==> config.mk <==
export PLATFORM = sky130hd
export DESIGN_NAME = sat_counter
export DESIGN_NICKNAME = d
export VERILOG_FILES = /design/src/rtl/parity_pkg.sv /design/src/rtl/sat_counter.sv
export SDC_FILE = /design/constraint.sdc
export NUM_CORES = 1
export LEC_CHECK = 0
export BUFFER_PORTS_ARGS = -buffer_cell sky130_fd_sc_hd__buf_2
export CAP_MARGIN = 20
export CORE_MARGIN = 2
export CORE_UTILIZATION = 25
export DETAILED_ROUTE_END_ITERATION = 8
export GPL_TIMING_DRIVEN = 0
export PLACE_DENSITY = 0.43
export SYNTH_ARGS = -nofsm -noshare
export SYNTH_HDL_FRONTEND = slang
export SYNTH_SLANG_ARGS = --single-unit
==> constraint.sdc <==
create_clock -name clk -period 1.6 [get_ports clk]
set_input_delay 0.32 -clock clk [delete_from_list [all_inputs] [get_ports clk]]
set_output_delay 0.32 -clock clk [all_outputs]
set_load 0.05 [all_outputs]
==> src/rtl/parity_pkg.sv <==
// rtl/parity_pkg.sv - shared types, defaults and parity helper for the odd-parity path
package parity_pkg;

   typedef enum logic {
      SHIFT  = 1'b0,
      PARITY = 1'b1
   } state_t;

   localparam int DEFAULT_DATA_W = 4;
   localparam int DEFAULT_CNT_W  = 8;

   // Zero-extending a narrower word into 'word' leaves its XOR unchanged.
   function automatic logic odd_parity_ok(input logic [31:0] word, input logic par);
      return ^{word, par};
   endfunction

endpackage

==> src/rtl/sat_counter.sv <==
// rtl/sat_counter.sv - saturating up-counter with synchronous clear
module sat_counter
   import parity_pkg::*;
#(
   parameter int W = DEFAULT_CNT_W
) (
   input  logic         clk,
   input  logic         rst,
   input  logic         inc,
   input  logic         clr,
   output logic [W-1:0] count
);

   logic [W-1:0] r_count;

   always_ff @(posedge clk or posedge rst) begin
      if (rst) begin
         r_count <= '0;
      end else if (clr) begin
         r_count <= '0;
      end else if (inc && (r_count != {W{1'b1}})) begin
         r_count <= r_count + 1'b1;
      end
   end

   assign count = r_count;

endmodule

==> results.yml <==
routing:
  drt-pass1-iter-count: 2
  wirelength_um: 1020
  detail_route.vias_per_cell: 4.48
  ant_nets: 0
  vias: 403
  drc: 0
  wl_per_cell_um: 11.3
  drtIter0Drc: 3
cells_and_area:
  largest_register_ff_count: 8
  layout_commonest_cell: "buf_2"
  finalNonFillerCells: 90
  antennaDiodeCount: 0
  regArea_um2: 208
  layout_common_cells: "10 x buf_2, 6 x dfrtp_2"
  fillers: 217
  multi_input_area_um2: 294
  area_delta_synth_final_pct: 25.8
  drive_above_1_share_pct: 46.0
  post-route-util_pct: 33.0
  fin_nets: 69
placed_design:
  gp_congestion: 0.713
  numPortBuffers: 10
  placed_cells: 86
  dp_hpwl_um: 772
die:
  io_pins: 12
  die_area_um2: 2390
  fp.dieW_um: 48.9
  dieHeight_um: 48.9
  rows: 16
  core_area_um2: 1920
  start_util_pct: 26.2
clocking:
  clock_path_buffers: 2
  post_cts_buffers: 0
  ctsRootBufferMaster: "clkbuf_4"
  path_clk_slew_ps: 60
  clock-sinks: 8
  hold_buffers: 0
  h-tree-depth: 1
  ctsResizeCount: 0
  cts_tree: "yes"
  numCtsBuffers: 3
  insertion_delay_ps: 260
yosys:
  synth_nets: 54
  syn_avg_cell_area_um2: 10.3
  synth_top_area_share_pct: 39.7
  yosysUniqueCellTypes: 25
  syn_area_um2: 504
  yosys.area.top_type: "dfrtp_1"
  synth_cells: 49
  yosysSeqAreaShare_pct: 39.7
  ys_ff_latch: 8
  synth_area_leaders: "dfrtp_1 40%, mux2_4 12%, nor2b_1 5.0%"
  yosysWarnings: 0
timing:
  hold_slack_ps: 6.20
  slew_headroom_pct: 71.7
  setup_viol: 0
  hold_violations: 0
  max_freq_mhz: 658
  clock-skew-final_ps: 7.01
  rsz0062_at_grt: "false"
  fin_crit_sh_pct: 94.9
  worstMarginPinSlew_ps: 425
  tns_ps: 0
  maxSlewViolCount: 0
  fin_crit_ps: 1520
grt:
  grt_max_degree: 11
  grt_use_met3_pct: 5.52
  top_usage_layer: "met2"
  grt_pass1_wl_um: 1700
  antenna_found_initial: 0
  grt_pass1_vias: 384
  overflow: 0
  grt_use_met1_pct: 11.8
  use_met2_pct: 14.2
  grt_use_total_pct: 9.60
power_and_ir_drop:
  p_switching_w: 0.000117
  power.internal_w: 0.000323
  p_seq_share_pct: 49.1
  swShare_pct: 26.7
  clockPowerShare_pct: 38.0
  powerDensity_nw_per_um2: 694
  power.total_w: 0.000440
  peakVddDrop_mv: 0.326
  leakage_nw: 0.296
  power_frac_comb_pct: 12.9
run:
  max_cap_violations: 0
outcome:
  status: "finished clean"
worst_setup_path:
  r2r_cells: 4
  required_ps: 1740
  cp_data_arrival_time_ps: 1660
  r2r_setup_slack_ps: 80
  path_cells: "ha_4, and3_1, a211oi_2, mux2_4"
  path_delay_family: "flip-flops"
  critPathKind: "flop to flop"
  worst_r2r_endpoint: "count[5]$_DFFE_PP0P_"
  slowest_delay_ps: 440
  timing.rr.start: "count[0]$_DFFE_PP0P_"
  crit_fanout: 5
  cp-start-kind: "flop"
  cp_num_buf_inv: 0
  end_kind: "flop"
  cp_slowest_cell: "dfrtp_2"
worst_hold_path:
  hold_path.class: "input port to async pin"
## Yosys cell counts
cell / number
buf_6: 1
and3_1: 1
inv_1: 2
nand4b_1: 1
dfrtp_1: 8
a21boi_2: 1
and2b_1: 1
a21oi_2: 2
clkbuf_1: 1
nand3_1: 2
nand2b_1: 1
mux2i_1: 1
nor2_1: 4
a21oi_1: 2
nor2b_1: 4
ha_1: 1
a211oi_2: 1
mux2_4: 4
nor3_1: 1
o211a_1: 1
nand2_1: 4
and4_1: 1
o21bai_1: 1
nand4_1: 2
o311a_1: 1
## metal layers
layer,wire [um],vias up
li1,-,204
met1,508,188
met2,435,9
met3,59,2
met4,13,0
met5,0,-
## kinds of logic (layout without fill, tap and decap cells)
kind of cell,count (synthesis),after routing,synth area share [%]
AOI/OAI and AO/OA,9,9,15.6
muxes,5,5,13.9
adders and majority gates,1,1,2.48
and+or+nand+nor,22,22,23.8
buffers and inverters,4,18,4.47
DFF,8,8,39.7
## area by class of cell
type	instances	area share, %
Multi-Input combinational cell	37	46.4
Sequential cell	8	32.7
Timing Repair Buffer	10	7.89
Tap cell	27	5.33
Clock buffer	4	4.14
Buffer	2	2.37
Inverter	2	1.18
## power groups by stage
| stage | sequential (W) | combinational, W | clock, W |
|---|---|---|---|
| after global routing | 0.000217 | 0.0000624 | 0.000185 |
| after detailed placement | 0.000220 | 0.0000579 | 0 |
| after floorplan | 0.000236 | 0.0000253 | 0 |
| after CTS | 0.000216 | 0.0000582 | 0.000175 |
| final | 0.000216 | 0.0000569 | 0.000167 |
| after global placement | 0.000219 | 0.0000572 | 0 |
## how the worst max path moves through the flow
stage,depth (start not counted),from,to
5_1_grt,4,count[0]$_DFFE_PP0P_,count[5]$_DFFE_PP0P_
3_3_place_gp,4,count[0]$_DFFE_PP0P_,count[5]$_DFFE_PP0P_
2_1_floorplan,4,count[1]$_DFFE_PP0P_,count[5]$_DFFE_PP0P_
4_1_cts,4,count[0]$_DFFE_PP0P_,count[5]$_DFFE_PP0P_
6_report,4,count[0]$_DFFE_PP0P_,count[5]$_DFFE_PP0P_
3_5_place_dp,4,count[0]$_DFFE_PP0P_,count[5]$_DFFE_PP0P_
## stage by stage
| stage | cell area [um2] | worst slack (ps) |
|---|---|---|
| 2_1_floorplan | 524 | 6.49 |
| 3_3_place_gp | 608 | 93.7 |
| 6_report | 634 | 81.4 |
| 4_1_cts | 634 | 81.1 |
| 5_1_grt | 634 | 37.6 |
| 3_5_place_dp | 608 | 93.7 |
No activity file was read; power rests on OpenSTA's default activity.
